## src/rtl/oversampling_edge_generator.sv

```systemverilog
// Square-wave synthesiser: one WORD_BITS-wide word per CLK, with edge flag/index in detector format.
// Optional OVS_EDGE_GEN_FRAC_EN: low 8 bits of each half-period are a fraction of a bit-time.
module oversampling_edge_generator #(
    parameter int WORD_BITS   = 64,
    parameter int PERIOD_BITS = 24
) (
    input  logic                         CLK,
    input  logic                         RESET,
    input  logic                         ENABLE,
    input  logic [PERIOD_BITS-1:0]       HALF_PERIOD_LOW,
    input  logic [PERIOD_BITS-1:0]       HALF_PERIOD_HIGH,
    output logic [WORD_BITS-1:0]         PARALLEL_OUT,
    output logic                         CHANGED_FLAG,
    output logic [$clog2(WORD_BITS)-1:0] CHANGED_BIT,
    output logic                         LEVEL,
    output logic                         fsm_state
);
    localparam int BIT_W = $clog2(WORD_BITS);
    localparam int REM_W = PERIOD_BITS + 1;
    localparam logic [REM_W-1:0] WB_REM = REM_W'(WORD_BITS);

    typedef enum logic {IDLE = 1'b0, RUN = 1'b1} state_t;

    state_t                 state_q, state_d;
    logic [REM_W-1:0]       rem_q, rem_d;
    logic                   level_q, level_d;
    logic [WORD_BITS-1:0]   word_q, word_d;
    logic                   flag_q, flag_d;
    logic [BIT_W-1:0]       bit_q, bit_d;
    logic [PERIOD_BITS-1:0] sel_half;
    logic [REM_W-1:0]       int_part;
    logic [REM_W-1:0]       phase_len;
    logic [WORD_BITS-1:0]   ones;
    logic [WORD_BITS-1:0]   mask;

`ifdef OVS_EDGE_GEN_FRAC_EN
    logic [7:0] acc_q, acc_d, acc_base, acc_sum;
    logic       carry;
`endif

    // Length of the phase starting now: low at start or when leaving high, high otherwise.
    always_comb begin
        sel_half = (state_q == IDLE || level_q) ? HALF_PERIOD_LOW : HALF_PERIOD_HIGH;
`ifdef OVS_EDGE_GEN_FRAC_EN
        acc_base          = (state_q == IDLE) ? 8'd0 : acc_q;
        {carry, acc_sum}  = {1'b0, acc_base} + {1'b0, sel_half[7:0]};
        int_part          = REM_W'(sel_half[PERIOD_BITS-1:8]);
        phase_len         = ((int_part < WB_REM) ? WB_REM : int_part) + REM_W'(carry);
`else
        int_part          = REM_W'(sel_half);
        phase_len         = (int_part < WB_REM) ? WB_REM : int_part;
`endif
    end

    always_comb begin
        state_d = state_q;
        rem_d   = rem_q;
        level_d = level_q;
        word_d  = '0;
        flag_d  = 1'b0;
        bit_d   = '0;
        ones    = '1;
        mask    = ones << rem_q[BIT_W-1:0];
`ifdef OVS_EDGE_GEN_FRAC_EN
        acc_d   = acc_q;
`endif
        case (state_q)
            IDLE: begin
                // A high level left over from RUN falls at bit 0 of this zero word.
                flag_d  = level_q;
                level_d = 1'b0;
                if (ENABLE) begin
                    state_d = RUN;
                    rem_d   = phase_len;
`ifdef OVS_EDGE_GEN_FRAC_EN
                    acc_d   = acc_sum;
`endif
                end
            end
            RUN: begin
                if (rem_q >= WB_REM) begin
                    word_d = {WORD_BITS{level_q}};
                    rem_d  = rem_q - WB_REM;
                end else begin
                    word_d  = level_q ? ~mask : mask;
                    flag_d  = 1'b1;
                    bit_d   = rem_q[BIT_W-1:0];
                    level_d = ~level_q;
                    rem_d   = rem_q + phase_len - WB_REM;
`ifdef OVS_EDGE_GEN_FRAC_EN
                    acc_d   = acc_sum;
`endif
                end
                if (!ENABLE) state_d = IDLE;
            end
            default: state_d = IDLE;
        endcase
    end

    always_ff @(posedge CLK or posedge RESET) begin
        if (RESET) begin
            state_q <= IDLE;
            rem_q   <= '0;
            level_q <= 1'b0;
            word_q  <= '0;
            flag_q  <= 1'b0;
            bit_q   <= '0;
`ifdef OVS_EDGE_GEN_FRAC_EN
            acc_q   <= '0;
`endif
        end else begin
            state_q <= state_d;
            rem_q   <= rem_d;
            level_q <= level_d;
            word_q  <= word_d;
            flag_q  <= flag_d;
            bit_q   <= bit_d;
`ifdef OVS_EDGE_GEN_FRAC_EN
            acc_q   <= acc_d;
`endif
        end
    end

    assign PARALLEL_OUT = word_q;
    assign CHANGED_FLAG = flag_q;
    assign CHANGED_BIT  = bit_q;
    assign LEVEL        = level_q;
    assign fsm_state    = state_q;
endmodule

```

## config.mk

```make
export PLATFORM = sky130hd
export DESIGN_NAME = oversampling_edge_generator
export DESIGN_NICKNAME = d
export VERILOG_FILES = /design/src/rtl/oversampling_edge_generator.sv
export SDC_FILE = /design/constraint.sdc
export NUM_CORES = 1
export LEC_CHECK = 0
export CAP_MARGIN = 20
export CORE_MARGIN = 2
export CORE_UTILIZATION = 45
export DETAILED_ROUTE_END_ITERATION = 10
export GPL_ROUTABILITY_DRIVEN = 0
export PLACE_DENSITY = 0.76
export SLEW_MARGIN = 20
export SYNTH_ARGS = -nofsm -noshare
export SYNTH_HDL_FRONTEND = slang
export SYNTH_SLANG_ARGS = --single-unit
```

## constraint.sdc

```tcl
create_clock -name CLK -period 4.28 [get_ports CLK]
set_input_delay 1.284 -clock CLK [delete_from_list [all_inputs] [get_ports CLK]]
set_output_delay 1.284 -clock CLK [all_outputs]
set_load 0.005 [all_outputs]
```

Word level (Yosys, flattened, before mapping)
Cells that the tools add are included.

cells by class
  $add $sub $neg = 3
  magnitude comparators = 2
  equal/unequal tests = 2
  shift-type cells = 1
  muxes and demuxes = 15
  bitwise operators = 3
  reduce and logical (&&, ||, !) cells = 1

operators by type and width
  kind                                                                           number
  64-bit 2-to-1 mux                                                              3
  64-bit NOT                                                                     1
  64-bit by 6-bit left shift with 64-bit output, first input constant            1
  25-bit 2-to-1 mux                                                              2
  25-bit case mux with 2 select lines                                            1
  25-bit by 7-bit subtractor with 25-bit output, second input constant           2
  24-bit 2-to-1 mux                                                              2
  25-bit by 24-bit adder with 25-bit output                                      1
  25-bit by 7-bit >= comparator with 1-bit output, second input constant         1
  24-bit by 7-bit less-than comparator with 1-bit output, second input constant  1
  6-bit 2-to-1 mux                                                               2
  2-bit inequality test, second input constant                                   2
  1-bit case mux with 2 select lines                                             2
  1-bit 2-to-1 mux                                                               3
  1-bit NOT                                                                      2
  1-bit logical OR                                                               1

storage, ports and cells
  bits in registers = 98
  bits of input ports = 51
  output and inout port bits = 73
  word-level logic and storage cells = 33

Logic depth before layout (Yosys ltp)
  depth after elaboration = 9
  gate-level depth with buffers = 18
  gate-level depth less buffers = 17

Least setup slack after synthesis
No wires, ideal clock.

  path kind = input-to-reg
  start point = input HALF_PERIOD_LOW[16]
  end point = register rem_q[23]
  setup time = 0.136 ns
  data arrival time = 4.854 ns
  required time = 4.144 ns
  path slack = -0.709 ns
  cell stages on the path = 17
  buffers on the path = 0
  path through = nor4_1 nand2_1 o21ai_0 nand4_1 nor3_1 nor2_1 ha_1 ha_1 fa_1 a21oi_1 o31a_1 nor4_1 o311a_1 a221o_1 a21oi_1 xor2_1 o21ai_0

on the way
  longest elaborated chain between the ends = 7
  elaborated cells on any way between the ends = 8
  those cells by class = add/sub: 2; order compare: 1; mux: 5

ends and longest elaborated chain
  what                                                    line  source
  start, declared                                         10    input logic [PERIOD_BITS-1:0] HALF_PERIOD_LOW,
  24-bit 2-to-1 mux (*)                                   43    sel_half = (state_q == IDLE || level_q) ? HALF_PERIOD_LOW : HALF_PERIOD_HIGH;
  24-bit by 7-bit less-than comparator with 1-bit output  51    phase_len = (int_part < WB_REM) ? WB_REM : int_part;
  24-bit 2-to-1 mux (*)                                   51
  25-bit by 24-bit adder with 25-bit output               89    rem_d = rem_q + phase_len - WB_REM;
  25-bit by 7-bit subtractor with 25-bit output           89
  25-bit 2-to-1 mux                                       81    if (rem_q >= WB_REM) begin
  25-bit case mux with 2 select lines (*)                 67    case (state_q)
  end signal, assigned                                    113   rem_q <= rem_d;
  end, declared                                           25    logic [REM_W-1:0] rem_q, rem_d;

Mark *: on every way between the ends. The rest lies on a longest branch, timed or not. The select of a mux whose other input is x is not followed.
A chain may end at the register's enable or synchronous reset.

Worst setup path after layout
  start point = input HALF_PERIOD_LOW[11]
  end point = register rem_q[23]

Same word-level chain as after synthesis.

==> flow_metrics.py <==
metrics = {
    "outcome": {
        "violations": "setup timing",
        "status": "complete, but fails checks",
    },
    "hold_path": {
        "whs_path_depth": 2,
        "min-delay-path-class": "reg2reg",
        "min_to": "rem_q[21]",
        "worstHoldStart": "rem_q[21]",
    },
    "routing": {
        "antenna_left": 0,
        "drc": 0,
        "first_pass_iters": 7,
        "wire_per_inst_um": 17.4,
        "vias_per_cell": 5.56,
        "num_vias": 6654,
        "drtIter0Drc": 679,
        "routed_wl_um": 20800,
    },
    "synth": {
        "synth_top_area_cell": "dfrtp_1",
        "synth-xor-area-share_pct": 9.93,
        "syn_inst": 813,
        "synth_commonest_cells": "dfrtp_1 (98), xnor2_1 (74), o21ai_0 (64)",
        "synth_top_area_share_pct": 34.8,
        "syn-num-nets": 914,
        "synth-compound-area-share_pct": 17.0,
        "synthSimpleGateAreaFrac_pct": 18.4,
        "synth.area.mux_share_pct": 4.70,
        "async_reset_ff_share_pct": 100,
        "synth_top_family_by_area": "simple AND/OR/NAND/NOR gates",
        "synth_seq_cells": 98,
        "avgSynthCellArea_um2": 8.68,
        "synthMostInstantiatedCell": "dfrtp_1",
        "synthAdderAreaFrac_pct": 8.97,
        "yosys-top-cells-area": "dfrtp_1 (35%), xnor2_1 (9.2%), ha_1 (8.7%)",
        "ys_types": 56,
        "syn_area_um2": 7060,
        "synth_edf_count": 0,
        "yosysSeqAreaShare_pct": 34.8,
        "synth_flop_cell": "dfrtp_1",
        "yosys_warnings": 0,
    },
    "die": {
        "die_w_um": 129,
        "die_y_um": 129,
        "fp.coreArea_um2": 15300,
        "pin_count": 124,
        "start_util_pct": 46.2,
        "dieArea_um2": 16700,
        "rows": 45,
    },
    "place": {
        "dp_hpwl_um": 14400,
        "placed_cells": 1173,
        "place_area_um2": 9030,
        "io_buffers": 123,
    },
    "power_and_ir_drop": {
        "powerDensity_nw_per_um2": 328,
        "ir_drop_v": 0.000204,
        "power_uw": 3150,
        "p_leak_uw": 0.00432,
    },
    "global_routing": {
        "gr-total-overflow": 0,
        "track_usage_pct": 24.5,
        "grt_pass1_wl_um": 32100,
        "grt_pass1_vias": 6245,
        "antenna_found_initial": 0,
        "grt_max_degree": 113,
    },
    "final_layout": {
        "syn_to_final_growth_pct": 36.2,
        "drive_gt1_share_pct": 17.1,
        "nets": 1083,
        "fin_cells": 1197,
        "diodes": 0,
        "fin_util_pct": 63.0,
        "final_area_um2": 9610,
    },
    "worst_setup_path": {
        "crit_chain": "clkdlybuf4s50_1 > nor3_1 > o21ai_2 > nor3_4 > buf_12 > nor2_4 > ha_4 > ha_4 > fa_2 > a21oi_2 > o31a_1 > nor4_4 > o311a_1 > a221o_1 > a21oi_2 > xor2_1 > o21ai_1",
        "critPathRequiredTime_ns": 4.50,
        "regToRegEndpoint": "rem_q[23]",
        "critPathTopFamily": "compound AO/OA/AOI/OAI gates",
        "worstPathArrival_ns": 4.91,
        "crit_path_start_kind": "primary input",
        "rr_startpoint": "LEVEL",
        "r2r_slack_ns": -0.03,
        "slowest_stage": "clkdlybuf4s50_1",
        "r2r_cells": 20,
        "critPathKind": "in2reg",
        "cp_num_buf_inv": 2,
        "crit_fanout": 5,
        "slowest_delay_ns": 0.45,
        "critPathCaptureType": "flop",
    },
    "cts": {
        "ctsLongestPathBuffers": 2,
        "cts_hold_buffers": 0,
        "clock_latency_ns": 0.36,
        "clk_pin_slew_ns": 0.08,
        "clkSinkCount": 98,
        "cts_tree": "yes",
        "htreeDepth": 3,
        "cts_root_buffer": "clkbuf_16",
        "cts_buffers": 9,
    },
    "run": {
        "max-cap-violations": 0,
    },
    "timing": {
        "finalSetupTns_ns": -2.12,
        "period_needed_ns": 4.69,
        "slew_headroom_pct": 36.1,
        "drv_slew": 0,
        "finalWorstSetupSlack_ns": -0.414,
        "final-setup-viol-count": 13,
        "skew_ns": 0.0126,
        "rsz0062_at_grt": "yes",
        "max_freq_ghz": 0.213,
        "fin_crit_sh_pct": 110,
        "worstMarginPinSlew_ns": 0.958,
        "hold_viol_final": 0,
    },
}
[worst max-delay path by stage]
| stage | slack, ns | from | end | cells past startpoint |
|---|---|---|---|---|
| 6_report | -0.41 | HALF_PERIOD_LOW[11] | rem_q[23] | 17 |
| 5_1_grt | -0.56 | HALF_PERIOD_HIGH[16] | rem_q[23] | 20 |
| 3_5_place_dp | -1.14 | HALF_PERIOD_HIGH[10] | rem_q[21] | 19 |
| 2_1_floorplan | -0.23 | HALF_PERIOD_LOW[16] | rem_q[23] | 17 |
| 4_1_cts | -0.31 | HALF_PERIOD_HIGH[13] | rem_q[24] | 19 |
| 3_3_place_gp | -1.00 | HALF_PERIOD_LOW[16] | rem_q[21] | 18 |
[logic make-up (layout without fill, tap and decap cells)]
| family | Yosys count | count (layout) |
|---|---|---|
| adder cells (fa/ha/maj) | 50 | 50 |
| multiplexers | 33 | 33 |
| AND/OR/NAND/NOR | 243 | 243 |
| flip-flops | 98 | 98 |
| AO/OA/AOI/OAI | 195 | 195 |
| buffers and inverters | 114 | 287 |
| XOR/XNOR | 80 | 80 |
[worst register-to-register path, stage by stage (launching register included)]
cell and delay, ns:
dfrtp_1 0.41, nor2b_4 0.14, buf_12 0.17, buf_4 0.16, mux2i_1 0.19, buf_4 0.15, nand4_1 0.16, nor3_4 0.20
buf_12 0.15, nor2_4 0.04, ha_4 0.26, ha_4 0.16, fa_2 0.40, a21oi_2 0.17, o31a_1 0.23, nor4_4 0.08
o311a_1 0.39, a221o_1 0.34, a21oi_2 0.16, xor2_1 0.16, o21ai_1 0.07
[flip-flops by register name, summed over array words and instances (netlist names)]
register	count
fsm_state	1
CHANGED_BIT	6
CHANGED_FLAG	1
rem_q	25
PARALLEL_OUT	64
LEVEL	1
[final cells by class]
cell class	instances	area, µm²
fill	1249	5650
multi-input combinational	601	4510
sequential	98	2450
timing repair buffer	209	1870
tap	211	264
inverter	63	239
clock buffer	10	229
clock inverter	5	40.0
[layout by cell type (no fill, tap or decap), types with 10 or more instances in the layout]
master / count
inv_1: 61
clkdlybuf4s50_1: 92
ha_1: 41
o21ai_0: 55
a31oi_1: 10
nor2_1: 39
dfrtp_1: 97
nand2_1: 52
a21oi_1: 44
xnor2_1: 73
mux2i_1: 30
or3_1: 11
nor3_1: 11
and2_1: 57
dlygate4sd2_1: 15
and3_1: 12
nand2b_1: 10
buf_4: 82
[layer usage]
layer | share of wire, % | global-route usage, %
met3 | 7.0 | 3.72
met1 | 43 | 34.7
met5 | 0 | 0
met2 | 47 | 38.8
met4 | 2.2 | 7.86
[per-stage QoR]
step | hold slack (ns) | setup WS [ns]
floorplan | 0.484 | -0.232
global placement | 0.523 | -1.00
detailed placement | 0.524 | -1.14
CTS | 0.541 | -0.306
global route | 0.563 | -0.560
finish | 0.550 | -0.414
[power breakdown]
part	total [µW]	internal, µW	switching [µW]
Clock	764	394	370
Combinational	1370	624	746
Sequential	1010	962	51.2
[repair_timing]
| action | CTS | global route |
|---|---|---|
| pin swaps | 34 | 42 |
| gates resized for setup | 107 | 30 |
| endpoints found under the hold margin | 0 | 0 |
| buffers inserted | 8 | 4 |
| gates cloned | 1 | 0 |
| setup endpoints to repair | 20 | 19 |
(Power assumes the default switching activity.)
